File: src/rtl/bcd_sevenseg_scan.sv
// bcd_sevenseg_scan
//   Drives a 4-digit, common-anode, multiplexed 7-segment display from four
//   BCD digits. One digit is lit for REFRESH_DIV cycles, then the scan moves
//   to the next digit. The BCD inputs are copied into a shadow register only
//   at the end of a full frame, so a value change never shows half-updated.
//   Optional leading-zero blanking; digits 10..15 show a dash.
//
// Ports
//   clk         system clock, rising edge
//   rst         synchronous reset, active-high
//   BCD_0..3    units / tens / hundreds / thousands digit
//   blank_lz    1 = blank leading zeros (sampled every cycle)
//   seg         segments {g,f,e,d,c,b,a}, active-low, registered
//   an          digit anodes, active-low, an[i] lights digit i, registered
//   frame_done  one-cycle pulse at the start of each new frame
module bcd_sevenseg_scan #(
  parameter  int REFRESH_DIV = 50000,
  localparam int CNT_W       = (REFRESH_DIV > 1) ? $clog2(REFRESH_DIV) : 1
) (
  input  logic       clk,
  input  logic       rst,
  input  logic [3:0] BCD_0,
  input  logic [3:0] BCD_1,
  input  logic [3:0] BCD_2,
  input  logic [3:0] BCD_3,
  input  logic       blank_lz,
  output logic [6:0] seg,
  output logic [3:0] an,
  output logic       frame_done
);

  localparam logic [CNT_W-1:0] DIV_MAX = CNT_W'(REFRESH_DIV - 1);

  logic [CNT_W-1:0] div_cnt_q, div_cnt_d;
  logic [1:0]       idx_q, idx_d;
  logic [3:0]       s0_q, s1_q, s2_q, s3_q;
  logic [3:0]       s0_d, s1_d, s2_d, s3_d;
  logic [6:0]       seg_q, seg_d;
  logic [3:0]       an_q, an_d;
  logic             frame_done_q, frame_done_d;

  logic             div_wrap;
  logic             frame_end;
  logic [3:0]       cur_digit;
  logic             cur_blank;

  // Active-low glyphs; anything above 9 becomes a dash (segment g only).
  function automatic logic [6:0] seg7_decode(input logic [3:0] v);
    logic [6:0] g;
    case (v)
      4'd0:    g = 7'h40;
      4'd1:    g = 7'h79;
      4'd2:    g = 7'h24;
      4'd3:    g = 7'h30;
      4'd4:    g = 7'h19;
      4'd5:    g = 7'h12;
      4'd6:    g = 7'h02;
      4'd7:    g = 7'h78;
      4'd8:    g = 7'h00;
      4'd9:    g = 7'h10;
      default: g = 7'h3F;
    endcase
    return g;
  endfunction

  always_comb begin
    div_wrap  = (div_cnt_q == DIV_MAX);
    div_cnt_d = div_wrap ? '0 : div_cnt_q + CNT_W'(1);
    idx_d     = div_wrap ? idx_q + 2'd1 : idx_q;

    // Last cycle of the digit-3 slot closes the frame: capture new inputs.
    frame_end    = div_wrap && (idx_q == 2'd3);
    frame_done_d = frame_end;
    s0_d = frame_end ? BCD_0 : s0_q;
    s1_d = frame_end ? BCD_1 : s1_q;
    s2_d = frame_end ? BCD_2 : s2_q;
    s3_d = frame_end ? BCD_3 : s3_q;

    // A digit is a leading zero only if it and every higher digit are 0.
    // Invalid digits (>9) are nonzero, so they stop blanking below them.
    cur_digit = s0_q;
    cur_blank = 1'b0;
    case (idx_q)
      2'd0: begin
        cur_digit = s0_q;
        cur_blank = 1'b0;
      end
      2'd1: begin
        cur_digit = s1_q;
        cur_blank = blank_lz && (s3_q == 4'd0) && (s2_q == 4'd0) && (s1_q == 4'd0);
      end
      2'd2: begin
        cur_digit = s2_q;
        cur_blank = blank_lz && (s3_q == 4'd0) && (s2_q == 4'd0);
      end
      default: begin
        cur_digit = s3_q;
        cur_blank = blank_lz && (s3_q == 4'd0);
      end
    endcase

    seg_d = cur_blank ? 7'h7F : seg7_decode(cur_digit);
    an_d  = cur_blank ? 4'hF  : ~(4'b0001 << idx_q);
  end

  always_ff @(posedge clk) begin
    if (rst) begin
      div_cnt_q    <= '0;
      idx_q        <= 2'd0;
      s0_q         <= 4'd0;
      s1_q         <= 4'd0;
      s2_q         <= 4'd0;
      s3_q         <= 4'd0;
      seg_q        <= 7'h7F;
      an_q         <= 4'hF;
      frame_done_q <= 1'b0;
    end else begin
      div_cnt_q    <= div_cnt_d;
      idx_q        <= idx_d;
      s0_q         <= s0_d;
      s1_q         <= s1_d;
      s2_q         <= s2_d;
      s3_q         <= s3_d;
      seg_q        <= seg_d;
      an_q         <= an_d;
      frame_done_q <= frame_done_d;
    end
  end

  assign seg        = seg_q;
  assign an         = an_q;
  assign frame_done = frame_done_q;

endmodule

File: config.mk
export PLATFORM = sky130hd
export DESIGN_NAME = bcd_sevenseg_scan
export DESIGN_NICKNAME = d
export VERILOG_FILES = /design/src/rtl/bcd_sevenseg_scan.sv
export SDC_FILE = /design/constraint.sdc
export NUM_CORES = 1
export LEC_CHECK = 0
export CORE_ASPECT_RATIO = 1.1
export CORE_UTILIZATION = 30
export CTS_CLUSTER_DIAMETER = 60
export DETAILED_ROUTE_END_ITERATION = 7
export PLACE_DENSITY = 0.53
export RECOVER_POWER = 50
export SYNTH_ARGS = -nofsm -noshare
export SYNTH_HDL_FRONTEND = slang
export SYNTH_SLANG_ARGS = --single-unit
File: constraint.sdc
create_clock -name clk -period 2.1 [get_ports clk]
set_clock_uncertainty 0.2 [all_clocks]
set_input_delay 0.315 -clock clk [delete_from_list [all_inputs] [get_ports clk]]
set_output_delay 0.315 -clock clk [all_outputs]
set_load 0.02 [all_outputs]
==> impl_metrics.yaml <==
status:
  outcome: "completed"
power_and_ir_drop:
  worst_ir_drop_vdd_mv: 0.2786
  seq_power_share: 0.504
  swShare: 0.1984
  comb_power_share: 0.051
  p_per_area_nw_per_um2: 654.3
  power_frac_clock: 0.445
  netSwitchingPower_w: 0.0003490
  internal_power_w: 0.001410
  leakagePower_nw: 0.9643
clocking:
  htreeDepth: 2
  numCtsBuffers: 5
  cts_root_buffer: "clkbuf_8"
  cts_tree: "built"
  path_clk_slew_ns: 0.08
  clk_latency_ns: 0.30
  cts_sinks: 46
  clockBufferDepth: 2
sta:
  maxSlewHeadroom: 0.6691
  drv_slew: 0
  finalSetupViolCount: 0
  fin_setup_tns_ns: 0
  worst_pin_slew_ns: 0.4825
  period_needed_ns: 2.068
  fin_crit_sh: 0.9847
  fmax_mhz: 483.6
  hold_ws_ns: 0.2766
  finalHoldViolCount: 0
worst_setup_path:
  required_ns: 2.08
  startpoint_type: "register"
  path_class: "reg2reg"
  path_max_fanout: 5
  slowest_stage: "a222oi_1"
  end_kind: "register"
  slowest_delay_ns: 0.47
  crit_path_cell_trace: "inv_2 > ha_4 > a222oi_1 > a21oi_2 > inv_1 > ha_2 > and3_1 > o21ai_1"
  cp_data_arrival_time_ns: 2.05
place:
  gp_congestion: 0.8049
  dpl.hpwl_um: 3047
  io_buffers: 30
synth:
  ys_seq_area_frac: 0.4477
  syn_inst: 228
  synth-seq-cells: 46
  yosys.area.top_type: "dfxtp_1"
  synth_nets: 256
  synth_edf_count: 0
  synth.distinct_cells: 37
  ys_warn_count: 0
  synth_flop_cell: "dfxtp_1"
  netlist.area_leader.share: 0.4477
  synthArstFlopShare: 0
  netlist_area_um2: 2057
  synth.avg_cell_area_um2: 9.022
  synth_area_leaders: "dfxtp_1 (45%), nand3_1 (6.1%), a21oi_1 (5.6%)"
floorplan:
  fp.dieH_um: 88.85
  initial_core_util: 0.3120
  coreArea_um2: 6594
  die-area_um2: 7192
  die_w_um: 80.95
  std_cell_rows: 31
  pin_count: 31
routing:
  num_vias: 1753
  drt-initial-drc-count: 64
  wire_per_inst_um: 12.69
  drc: 0
  finalWirelength_um: 4402
  via_per_inst: 5.052
  ant_nets: 0
  dr.pass1.iters: 5
layout:
  antenna_cells: 0
  area_growth_pct: 30.72
  fin_nets: 292
  post_route_cells_drive_above_1_share: 0.1623
  nFillCells: 688
worst_hold_path:
  hold_path.class: "reg2reg"
grt:
  overflow: 0
  grt_pass1_vias: 1616
  antenna_found_initial: 0
  grt_pass1_wl_um: 7431
  grt_max_degree: 19
  grt_use_total: 0.1343
job:
  cap_viol_max_count: 0
-- per-stage QoR --
step                 power, W  utilization  setup WS (ns)  area (um2)  std cells
floorplan           0.0009436            -        0.04897        2062        228
detailed placement   0.001000       0.3772       -0.01912        2487        338
global placement     0.001000       0.3772        0.01396        2487        338
CTS                  0.001795       0.3994      0.0009752        2634        346
global route         0.001831       0.4078       -0.02671        2689        347
finish               0.001759       0.4078        0.03210        2689        347
-- power groups by stage --
stage	clock [W]	sequential (W)	combinational, W
2_1_floorplan	0	0.000919	0.0000246
3_3_place_gp	0	0.000910	0.0000905
3_5_place_dp	0	0.000910	0.0000902
4_1_cts	0.000815	0.000890	0.0000907
5_1_grt	0.000845	0.000889	0.0000978
6_report	0.000784	0.000887	0.0000891
-- synth_stat cells (all sizes together) (2+ instances only) --
master / count
mux2: 2
and4: 4
nand4: 8
a21oi: 23
dfxtp: 46
ha: 9
and3: 3
nor3: 2
inv: 9
xor2: 10
a222oi: 4
nor2b: 2
clkbuf: 6
and4bb: 2
a211oi: 2
buf: 8
nand3: 25
nand2: 10
or3: 2
xnor2: 3
o21ai: 21
nor2: 15
nor4: 3
-- logic make-up (layout without fill, tap and decap cells) --
family | after synthesis | in the layout | synth area share
simple gates | 78 | 78 | 0.2129
compound gates | 56 | 56 | 0.1582
flops | 46 | 46 | 0.4477
buf+inv | 23 | 60 | 0.05535
xor+xnor | 13 | 13 | 0.05535
fa+ha+maj | 9 | 9 | 0.05475
mux | 3 | 3 | 0.01581
-- final cells by class --
type | instances | area [um2] | area share
repair buffers | 43 | 407.9 | 0.1517
well taps | 82 | 102.6 | 0.03816
flip-flops and latches | 46 | 928.4 | 0.3453
clock buffers | 5 | 68.82 | 0.02559
inverters | 9 | 33.78 | 0.01256
clock inverters | 3 | 68.82 | 0.02559
multi-input cells | 159 | 1079 | 0.4011
-- what timing repair did --
item	in CTS	in global routing
hold endpoints to repair	0	0
hold buffers	0	0
pin swaps	1	3
setup endpoints to repair	5	7
resized for setup	3	15
setup buffers	0	1
-- worst max-delay path, delay by kind of cell, from the launching register on --
| kind | cells | cell delay [ns] |
|---|---|---|
| AO/OA/AOI/OAI | 3 | 0.70 |
| buffers and inverters | 2 | 0.17 |
| adder cells (fa/ha/maj) | 2 | 0.36 |
| AND/OR/NAND/NOR | 1 | 0.14 |
| flip-flops | 1 | 0.38 |
-- metal layers --
metal / up-vias / wire length, um / part of all wire / global-route usage
met5: - / 0 / 0 / 0
met3: 7 / 159 / 0.036 / 0.02887
li1: 892 / - / - / -
met1: 825 / 2157 / 0.49 / 0.1787
met2: 29 / 1997 / 0.45 / 0.2086
met4: 0 / 87 / 0.020 / 0.05844
-- layout by cell type, fill, tap and decap left out, types with 2 or more instances in the layout --
master	count
clkbuf_8	5
inv_2	4
ha_4	2
nor4_1	3
and4_1	4
nand3_1	25
bufinv_16	2
clkdlybuf4s50_1	30
ha_1	5
a21oi_1	21
and4bb_2	2
buf_4	11
a211oi_2	2
xor2_1	10
or3_1	2
xnor2_1	3
dfxtp_1	44
and3_1	3
nand4_1	7
ha_2	2
nand2_1	10
a222oi_1	4
a21oi_2	2
o21ai_0	19
nor2_1	15
nor2b_1	2
inv_1	5
dfxtp_4	2
-- worst paths after layout --
kind	slack [ns]	startpoint	endpoint	cells past startpoint
max	0.03	idx_q[0]	seg[4]	8
max reg2reg	0.03	idx_q[0]	seg[4]	8
min	0.28	div_cnt_q[0]	div_cnt_q[0]	1
min reg2reg	0.28	div_cnt_q[0]	div_cnt_q[0]	1
-- state kept, by name, indices dropped and copies added, names as in the netlist --
register and flops:
div_cnt_q 16, s2_q 4, s0_q 4, frame_done 1, s3_q 4, an 4
s1_q 4, seg 7, idx_q 2
No activity file was read; power rests on OpenSTA's default activity.
